`src/rtl/fp_pkg.sv`:
```
// rtl/fp_pkg.sv - shared binary32 field widths, constants and converter FSM states
package fp_pkg;

    localparam int EXP_W    = 8;
    localparam int MAN_W    = 23;
    localparam int EXP_BIAS = 127;

    localparam logic [31:0] FP32_ZERO = 32'h0000_0000;

    typedef enum logic [1:0] {
        IDLE  = 2'd0,
        NORM  = 2'd1,
        ROUND = 2'd2,
        DONE  = 2'd3
    } conv_state_e;

endpackage

```
`src/rtl/fp_round_rne.sv`:
```
// rtl/fp_round_rne.sv - combinational round-to-nearest-even of a normalised binary32 mantissa
module fp_round_rne
    import fp_pkg::*;
(
    input  logic [MAN_W-1:0] man_i,
    input  logic             guard_i,
    input  logic             sticky_i,
    input  logic [EXP_W-1:0] exp_i,
    output logic [MAN_W-1:0] man_o,
    output logic [EXP_W-1:0] exp_o,
    output logic             inexact_o
);

    logic           round_up;
    logic [MAN_W:0] man_inc;

    // Round up above half, or at exactly half when the kept lsb is odd; a
    // carry out of the mantissa renormalises into the exponent.
    always_comb begin
        round_up  = guard_i & (sticky_i | man_i[0]);
        man_inc   = {1'b0, man_i} + {{MAN_W{1'b0}}, round_up};
        inexact_o = guard_i | sticky_i;
        man_o     = man_inc[MAN_W-1:0];
        exp_o     = exp_i;
        if (man_inc[MAN_W]) begin
            man_o = '0;
            exp_o = exp_i + 8'd1;
        end
    end

endmodule

```
`src/rtl/int_to_fp32_converter.sv`:
```
// rtl/int_to_fp32_converter.sv - iterative 32-bit integer to binary32 converter with RNE rounding
module int_to_fp32_converter #(
    parameter int XLEN     = 32,
    parameter int EXP_BIAS = 127
) (
    input  logic            clk,
    input  logic            rst_n,
    input  logic            in_valid,
    output logic            in_ready,
    input  logic [XLEN-1:0] in_data,
    input  logic            in_signed,
    output logic            out_valid,
    input  logic            out_ready,
    output logic [31:0]     out_data,
    output logic            out_inexact
);

    import fp_pkg::*;

    conv_state_e      state_q, state_d;
    logic [31:0]      mag_q, mag_d;
    logic [4:0]       cnt_q, cnt_d;
    logic             sign_q, sign_d;
    logic [31:0]      out_data_q, out_data_d;
    logic             out_inexact_q, out_inexact_d;

    logic             in_neg;
    logic [31:0]      in_mag;
    logic [EXP_W-1:0] exp_pre;
    logic [MAN_W-1:0] rnd_man;
    logic [EXP_W-1:0] rnd_exp;
    logic             rnd_inexact;

    // Magnitude of the incoming operand; the most negative value maps onto itself.
    always_comb begin
        in_neg = in_signed & in_data[XLEN-1];
        in_mag = in_neg ? (~in_data + 32'd1) : in_data;
    end

    // Exponent before rounding: msb position 31 minus the shifts already taken.
    always_comb begin
        exp_pre = 8'(EXP_BIAS + 31) - {3'b000, cnt_q};
    end

    fp_round_rne u_round (
        .man_i     (mag_q[30:8]),
        .guard_i   (mag_q[7]),
        .sticky_i  (|mag_q[6:0]),
        .exp_i     (exp_pre),
        .man_o     (rnd_man),
        .exp_o     (rnd_exp),
        .inexact_o (rnd_inexact)
    );

    // Next-state logic: accept, normalise one bit per cycle, round, hold result.
    always_comb begin
        state_d       = state_q;
        mag_d         = mag_q;
        cnt_d         = cnt_q;
        sign_d        = sign_q;
        out_data_d    = out_data_q;
        out_inexact_d = out_inexact_q;
        case (state_q)
            IDLE: begin
                if (in_valid) begin
                    sign_d = in_neg;
                    mag_d  = in_mag;
                    cnt_d  = '0;
                    if (in_mag == 32'd0) begin
                        out_data_d    = FP32_ZERO;
                        out_inexact_d = 1'b0;
                        state_d       = DONE;
                    end else begin
                        state_d = NORM;
                    end
                end
            end
            NORM: begin
                if (mag_q[31]) begin
                    state_d = ROUND;
                end else begin
                    mag_d = mag_q << 1;
                    cnt_d = cnt_q + 5'd1;
                end
            end
            ROUND: begin
                out_data_d    = {sign_q, rnd_exp, rnd_man};
                out_inexact_d = rnd_inexact;
                state_d       = DONE;
            end
            DONE: begin
                if (out_ready) begin
                    state_d = IDLE;
                end
            end
            default: state_d = IDLE;
        endcase
    end

    // State and datapath registers; reset drops any conversion in flight.
    always_ff @(posedge clk or negedge rst_n) begin
        if (!rst_n) begin
            state_q       <= IDLE;
            mag_q         <= '0;
            cnt_q         <= '0;
            sign_q        <= 1'b0;
            out_data_q    <= '0;
            out_inexact_q <= 1'b0;
        end else begin
            state_q       <= state_d;
            mag_q         <= mag_d;
            cnt_q         <= cnt_d;
            sign_q        <= sign_d;
            out_data_q    <= out_data_d;
            out_inexact_q <= out_inexact_d;
        end
    end

    // Handshake outputs decode the registered state only.
    always_comb begin
        in_ready    = (state_q == IDLE);
        out_valid   = (state_q == DONE);
        out_data    = out_data_q;
        out_inexact = out_inexact_q;
    end

endmodule

```
`config.mk`:
```
export PLATFORM = sky130hd
export DESIGN_NAME = int_to_fp32_converter
export DESIGN_NICKNAME = d
export VERILOG_FILES = /design/src/rtl/fp_pkg.sv /design/src/rtl/fp_round_rne.sv /design/src/rtl/int_to_fp32_converter.sv
export SDC_FILE = /design/constraint.sdc
export NUM_CORES = 1
export LEC_CHECK = 0
export CAP_MARGIN = 20
export CORE_UTILIZATION = 61
export DETAILED_ROUTE_END_ITERATION = 8
export GPL_ROUTABILITY_DRIVEN = 0
export PLACE_DENSITY = 0.92
export SKIP_CTS_REPAIR_TIMING = 1
export SLEW_MARGIN = 15
export SYNTH_ARGS = -nofsm -noshare
export SYNTH_HDL_FRONTEND = slang
export SYNTH_HIERARCHICAL = 1
export SYNTH_SLANG_ARGS = --single-unit
```
`constraint.sdc`:
```
create_clock -name clk -period 4.3 [get_ports clk]
set_clock_uncertainty 0.15 [all_clocks]
set_input_delay 0.645 -clock clk [delete_from_list [all_inputs] [get_ports clk]]
set_output_delay 0.645 -clock clk [all_outputs]
set_load 0.01 [all_outputs]
```
After elaboration in Yosys (flattened, before gate mapping)
Cells that the tools add are included.
{ "word_totals": {"ram_bits": 0, "elab_cells": 55, "memories": 0, "inputBits": 37, "out_inout_bits": 35, "regBits": 73, "latchBits": 0, "romBits": 0} }
{ "classes": {"div_mod_pow": 0, "reduce_logical": 10, "n_addsub": 5, "multipliers": 0, "muxes": 20, "bitwise": 5, "n_shift": 0, "eq_ne": 8, "magnitude_cmp": 0} }
{ "op_table": {"columns": ["operator", "count"], "rows": [
  ["two-way mux 32 bit", 5],
  ["one-hot mux 32 bit (2 select lines)", 2],
  ["adder 32 x 1 -> 32 bit, second input constant", 1],
  ["logical NOT 32 bit", 1],
  ["NOT 32 bit", 1],
  ["adder 23 x 1 -> 24 bit", 1],
  ["two-way mux 23 bit", 1],
  ["two-way mux 5 bit", 2],
  ["one-hot mux 5 bit (2 select lines)", 1],
  ["AND reduction 3 bit", 3],
  ["adder 8 x 1 -> 8 bit, second input constant", 1],
  ["two-way mux 2 bit", 4],
  ["two-way mux 8 bit", 1],
  ["one-hot mux 2 bit (4 select lines)", 1],
  ["subtractor 8 x 5 -> 8 bit, first input constant", 1],
  ["OR reduction 7 bit", 1],
  ["!= test 2 bit, second input constant", 3],
  ["adder 5 x 1 -> 5 bit, second input constant", 1],
  ["equality test 2 bit, second input constant", 2],
  ["!= test 2 x 1 -> 1 bit, second input constant", 2],
  ["AND reduction 2 bit", 2],
  ["nonzero test 2 bit", 2],
  ["bitwise AND 1 bit", 2],
  ["equality test 2 x 1 -> 1 bit, second input constant", 1],
  ["other kinds (4)", 6]
]} }

Depth between registers and ports, before layout
Gate-level depths: netlist of the first run.
{ "logic_depth": {"word_depth": 7, "ltp_mapped": 12, "depth_no_buf": 11} }

Hierarchy
Netlist of the first run, hierarchy kept.
{ "by_module_without_submodules": {"columns": ["mod", "cells_per_inst", "n_inst", "area_per_inst_um2"], "rows": [
  ["int_to_fp32_converter", 578, 1, 5036.1],
  ["fp_round_rne", 108, 1, 748.2]
]} }

Worst setup path before layout of the first run
Ideal clock, no wire load.
{ "synth_path": {"kind": "input to register", "startpoint": "input port in_data[20]", "endpoint": "register out_data_q[0] (netlist: out_data[0])", "setup_time_ps": 134, "path_buffers": 3, "arrival_time_ps": 3094, "path_stages": 11, "slack_ps": 921, "path_cell_list": "buf_6 -> or4_4 -> or4_1 -> or3_4 -> and3_1 -> o31a_1 -> nand4_2 -> or2_1 -> buf_6 -> buf_6 -> o211ai_2"} }
{ "synth_via": {"elab_chain_cells": 6} }
{ "synth_lines": {"columns": ["item", "line_no", "text"], "rows": [
  ["start, declared", "int_to_fp32_converter.sv:10", "input logic [XLEN-1:0] in_data,"],
  ["NOT 32 bit", "int_to_fp32_converter.sv:37", "in_mag = in_neg ? (~in_data + 32'd1) : in_data;"],
  ["adder 32 x 1 -> 32 bit", "int_to_fp32_converter.sv:37", null],
  ["two-way mux 32 bit (*)", "int_to_fp32_converter.sv:37", null],
  ["logical NOT 32 bit (*)", "int_to_fp32_converter.sv:69", "if (in_mag == 32'd0) begin"],
  ["!= test 2 x 1 -> 1 bit (no source line) (*)", null, null],
  ["AND reduction 3 bit (no source line) (*)", null, null],
  ["end signal, assigned", "int_to_fp32_converter.sv:114", "out_data_q <= out_data_d;"],
  ["end, declared", "int_to_fp32_converter.sv:24", "logic [31:0] out_data_q, out_data_d;"]
]} }
Every way passes the cells marked *; elsewhere a longest branch is shown, timed or not.
A chain may end at the register's enable or synchronous reset.

Worst setup path after layout of the first run
{ "layout_path": {"startpoint": "input port in_data[3]", "endpoint": "register out_data_q[14] (netlist: out_data[14])"} }
Same word-level chain as after synthesis.

==> flow_summary.yaml, run 1 <==
run_status:
  status: "complete, no violations"
placed_design:
  dpl.hpwl_mm: 11.2
  dp_cells: 834
  port_buffers: 71
  placed_cell_area_mm2: 0.00656
  place_ws_ns: 0.0729
logic_synthesis:
  yosys.area.top_type: "dfrtp_1"
  syn-cell-area_mm2: 0.00578
  synth.top_cell.area_share_pct: 31.6
  yosysWarnings: 6
  synth_mux_area_share_pct: 0.714
  yosys-top-cells-area: "dfrtp_1, nand2_1, o211ai_2"
  synth_cells: 686
  synth_compound_area_share_pct: 28.8
  synth_cell_types: 66
  synth-edff-count: 0
  synth_most_common_cell: "nand2_1"
  synth_top_family_by_area: "compound AO/OA/AOI/OAI gates"
  syn-num-nets: 733
  synth_common_cells: "nand2_1, dfrtp_1, nor2_1, o21ai_0, a22oi_1"
  ys.flop_type: "dfrtp_1"
  async_reset_ff_share_pct: 100
  ys_seq_area_share_pct: 31.6
  ys_ff_latch: 73
  yosys.area_share.simple_pct: 22.9
  yosys.area_share.adder_pct: 2.16
  syn_area_per_cell_um2: 8.43
  yosys.area_share.xor_xnor_pct: 8.63
critical_path:
  crit_path_start_kind: "input port"
  worstSetupEndpointType: "register"
  reg2reg_from: "mag_q[3]"
  cp_max_fo: 34
  regToRegSetupSlack_ns: 1.30
  worstPathRequired_ns: 4.43
  rr_endpoint: "out_data[24]"
  cp-endpoint: "out_data[14]"
  startpoint: "in_data[3]"
  crit_arrival_ns: 4.07
  rr_worst_depth: 10
  critPathKind: "input port to register"
route:
  wirelength_mm: 16.0
  drt_pass1_iterations: 5
  via_per_inst: 6.91
  wl_per_cell_um: 18.8
  vias: 5888
  remaining_drc_errors: 0
  ant_nets: 0
  drtIter0Drc: 541
sta:
  worst_pin_slew_ns: 0.962
  finalHoldViolations: 0
  finalSetupViolCount: 0
  rsz0062_at_grt: "no"
  max_freq_mhz: 254
  worst_slack_ns: 0.358
  setup_tns_ns: 0
  slew_violations: 0
  slew_headroom_pct: 35.4
  final.min_clock_period_ns: 3.94
  fin_crit_sh_pct: 91.7
finish:
  antenna_cells: 0
  area_delta_synth_final_pct: 17.6
  drive_above_1_share_pct: 12.1
  nNetsFinal: 783
  fin_util_pct: 74.0
  fin_area_mm2: 0.00680
  instances_no_fill: 852
floorplan:
  die_y_um: 99.4
  row_count: 35
  dieArea_mm2: 0.00988
  fp.dieW_um: 99.4
  ios: 72
  start_util_pct: 62.9
  coreArea_mm2: 0.00920
clock_tree:
  cts_sinks: 73
  cts_root_buf: "clkbuf_8"
  cts-buffers-inserted: 9
  cts_buffer_depth: 2
  clk_pin_slew_ns: 0.08
  htreeDepth: 3
  clkLatencyLatePin_ns: 0.37
  tritoncts: "done"
power_and_ir_drop:
  seqPwrFrac_pct: 33.1
  vdd.ir_drop.worst_mv: 0.388
  p_sw_mw: 1.96
  power_leakage_nw: 2.55
  pwr-share-comb_pct: 53.9
  swShare_pct: 45.9
  powerDensity_mw_per_mm2: 629
  p_int_mw: 2.31
  p_clk_share_pct: 13.0
hold_path:
  hold_path_class: "input port to asynchronous set/reset pin"
grt:
  first_global_vias: 5428
  grt_antenna_before_repair: 0
  grt_max_degree: 61
  grt_pass1_wl_mm: 26.2
  grt_use_total_pct: 33.0
  grt_overflow: 0
job:
  maxCapViolCount: 0
critical path, cell delays in order:
cell and delay, ns:
clkdlybuf4s50_1 0.55, nor4_1 0.56, nand4_2 0.32, o31ai_1 0.43
xor2_1 0.26, o31a_1 0.20, nand4_2 0.30, or2_1 0.37
buf_12 0.20, o211ai_1 0.21
placed cells by master, fill, tap and decap left out, types with 5 or more instances in the layout:
| cell | count |
|---|---|
| nor2_1 | 48 |
| xor2_1 | 23 |
| xnor2_1 | 34 |
| buf_4 | 17 |
| dfrtp_1 | 73 |
| nor3_1 | 13 |
| o221ai_1 | 33 |
| nand2_1 | 99 |
| clkbuf_8 | 9 |
| a21oi_1 | 28 |
| clkdlybuf4s50_1 | 70 |
| nand3_1 | 18 |
| ha_1 | 10 |
| inv_1 | 15 |
| nand4_1 | 12 |
| o211ai_2 | 29 |
| o21ai_0 | 44 |
| nor4_1 | 14 |
| a22oi_1 | 41 |
| o31ai_1 | 7 |
| a31oi_1 | 6 |
| or3_1 | 5 |
logic make-up (layout without fill, tap and decap cells):
| group | count (synthesis) | count (layout) |
|---|---|---|
| fa+ha+maj | 10 | 10 |
| buf+inv | 68 | 123 |
| compound gates | 219 | 219 |
| mux | 4 | 4 |
| xor+xnor | 57 | 57 |
| flops | 73 | 73 |
| simple gates | 255 | 255 |
per-layer routing:
metal	global-route usage [%]	wire length (um)
met5	0	0
met4	16.6	503
met3	4.43	1310
met2	55.0	7720
met1	42.3	6480
how the worst min path moves through the flow:
stage	startpoint	to	slack (ns)	depth (start not counted)
finish	rst_n	out_data[28]	0.21	1
global route	rst_n	state_q[0]	0.27	1
CTS	rst_n	state_q[0]	0.23	1
detailed placement	mag_q[6]	mag_q[6]	0.35	2
global placement	mag_q[6]	mag_q[6]	0.34	2
floorplan	rst_n	cnt_q[0]	0.20	0
flip-flops by register name (all words and copies together) (netlist names):
register	cells
mag_q	32
sign_q	1
out_data	32
out_inexact	1
state_q	2
cnt_q	5
cell type report:
cell class | count | area [um2]
tap | 111 | 139
multi-input combinational | 545 | 3680
inverter | 16 | 60.1
clock buffer | 9 | 124
clock inverter | 7 | 78.8
fill | 642 | 2390
timing repair buffer | 91 | 896
sequential | 73 | 1830
power groups by stage:
stage / Combinational [mW] / Clock, mW / Sequential [mW]
after floorplan: 1.42 / 0 / 1.36
after global placement: 2.07 / 0 / 1.37
after detailed placement: 2.19 / 0 / 1.40
after CTS: 2.21 / 0.559 / 1.40
after global routing: 2.49 / 0.591 / 1.45
final: 2.30 / 0.558 / 1.42
per-stage QoR:
step / hold WS, ns / power (mW)
4_1_cts: 0.231 / 4.17
3_3_place_gp: 0.341 / 3.44
3_5_place_dp: 0.354 / 3.59
5_1_grt: 0.268 / 4.53
6_report: 0.210 / 4.28
2_1_floorplan: 0.199 / 2.78
No activity file was read; power rests on OpenSTA's default activity.
==> inputs of run 2 (changes only) <==
Settings changed: CAP_MARGIN 20 to unset, HOLD_SLACK_MARGIN set to 0.15.
==> run 2 against run 1 <==
  * Sequential share of layout area is 0.059 points higher
  * Fmax increased by 0.28%
  * Combinational power hardly changed
  * Global-route usage is the same
  * Via count is 0.59% lower
==> flow_summary.yaml, run 2 (same netlist as run 1, synthesis figures left out) <==
run_status:
  status: "complete, no violations"
critical_path:
  worstPathRequired_ns: 4.43
  cpMostUsedCell: "nand4_2"
  rr_endpoint: "state_q[0]"
  crit_path_start_kind: "input port"
  critPathBufInv: 2
  cp_max_fo: 34
  rr_worst_depth: 8
  crit_arrival_ns: 4.06
  reg2reg_from: "state_q[1]"
  regToRegSetupSlack_ns: 1.28
  critPathKind: "input port to register"
  max_stage_delay_ns: 0.56
  worstSetupEndpointType: "register"
  crit_slowest_cell: "nor4_1"
  crit_family: "simple AND/OR/NAND/NOR gates"
  path_cells: "clkdlybuf4s50_1, nor4_1, nand4_2, o31ai_1, xor2_1, o31a_1, nand4_2, or2_1, buf_12, o211ai_1"
floorplan:
  start_util_pct: 62.9
  ios: 72
  row_count: 35
  coreArea_mm2: 0.00920
  die_y_um: 99.4
  fp.dieW_um: 99.4
  dieArea_mm2: 0.00988
finish:
  final_cell_mix: "nand2_1, dfrtp_1, clkdlybuf4s50_1"
  drive_above_1_share_pct: 12.0
  fillerInstances: 644
  area_delta_synth_final_pct: 17.3
  seq_area_mm2: 0.00183
  multi_input_area_mm2: 0.00368
  instances_no_fill: 851
  fin_area_mm2: 0.00679
  nNetsFinal: 782
  antenna_cells: 0
  final_common_cell: "nand2_1"
route:
  vias: 5853
  drt_pass1_iterations: 8
  via_per_inst: 6.88
  drtIter0Drc: 557
  remaining_drc_errors: 0
  wl_per_cell_um: 18.8
  wirelength_mm: 16.0
  ant_nets: 0
sta:
  worst_pin_slew_ns: 1.07
  holdWs_ns: 0.217
  slew_violations: 0
  slew_headroom_pct: 28.8
  max_freq_mhz: 254
  final.min_clock_period_ns: 3.93
  finalHoldViolations: 0
  rsz0062_at_grt: "no"
  setup_tns_ns: 0
  finalSetupViolCount: 0
  fin_crit_sh_pct: 91.4
grt:
  grt_overflow: 0
  first_global_vias: 5428
  grt_pass1_wl_mm: 26.2
  grt_antenna_before_repair: 0
  grt_max_degree: 61
  grt_use_total_pct: 33.0
power_and_ir_drop:
  power_leakage_nw: 2.54
  powerDensity_mw_per_mm2: 627
  vdd.ir_drop.worst_mv: 0.421
placed_design:
  placed_cell_area_mm2: 0.00656
  port_buffers: 71
  dp_cells: 834
  dpl.hpwl_mm: 11.2
clock_tree:
  clk_pin_slew_ns: 0.09
  clkLatencyLatePin_ns: 0.37
  cts-buffers-inserted: 9
  cts_sinks: 73
  cts_buffer_depth: 2
  cts_root_buf: "clkbuf_8"
  tritoncts: "done"
  htreeDepth: 3
hold_path:
  hold_path_class: "input port to asynchronous set/reset pin"
job:
  maxCapViolCount: 0
[run 2: cell types whose count changed in the layout (fill, tap and decap cells not counted), sizes merged]
cell and delta:
buf -1
[run 2: final cells by class]
type | count | area share (%)
clock buffers | 9 | 1.82
clock inverters | 7 | 1.16
inverters | 16 | 0.885
multi-input cells | 545 | 54.2
flip-flops and latches | 73 | 26.9
well taps | 111 | 2.05
repair buffers | 90 | 13.0
[run 2: per-layer routing]
metal / global-route usage, % / wire length [um] / up-vias
li1: - / - / 2664
met1: 42.3 / 6510 / 2820
met2: 55.0 / 7830 / 320
met3: 4.43 / 1150 / 49
met4: 16.6 / 510 / 0
met5: 0 / 0 / -
[run 2: through the flow]
stage               total power [mW]  utilization (%)  setup slack (ns)
global route                    4.52             73.8             0.234
detailed placement              3.59             71.3            0.0729
CTS                             4.17             73.5             0.449
floorplan                       2.78                -             0.921
global placement                3.44             71.2             0.287
finish                          4.26             73.8             0.368
[run 2: how the worst max path moves through the flow]
| stage | startpoint | endpoint | slack (ns) | depth (start not counted) |
|---|---|---|---|---|
| floorplan | in_data[20] | out_data[0] | 0.92 | 11 |
| global placement | in_data[21] | out_data[13] | 0.29 | 10 |
| detailed placement | in_data[3] | out_data[16] | 0.07 | 10 |
| CTS | in_data[3] | out_data[14] | 0.45 | 10 |
| global route | in_data[3] | out_data[5] | 0.23 | 10 |
| finish | in_data[3] | out_data[14] | 0.37 | 10 |
[run 2: report_power, final]
group	leakage, nW	switching (mW)	internal (mW)
logic	1.55	1.27	1.02
registers	0.902	0.404	1.01
clock network	0.0925	0.286	0.272
total	2.54	1.96	2.30
==> inputs of run 3 (changes only) <==
Settings changed: SKIP_LAST_GASP set to 1.
==> results of run 3 <==
No change in the layout: final DEF, timing and power equal those of run 2.
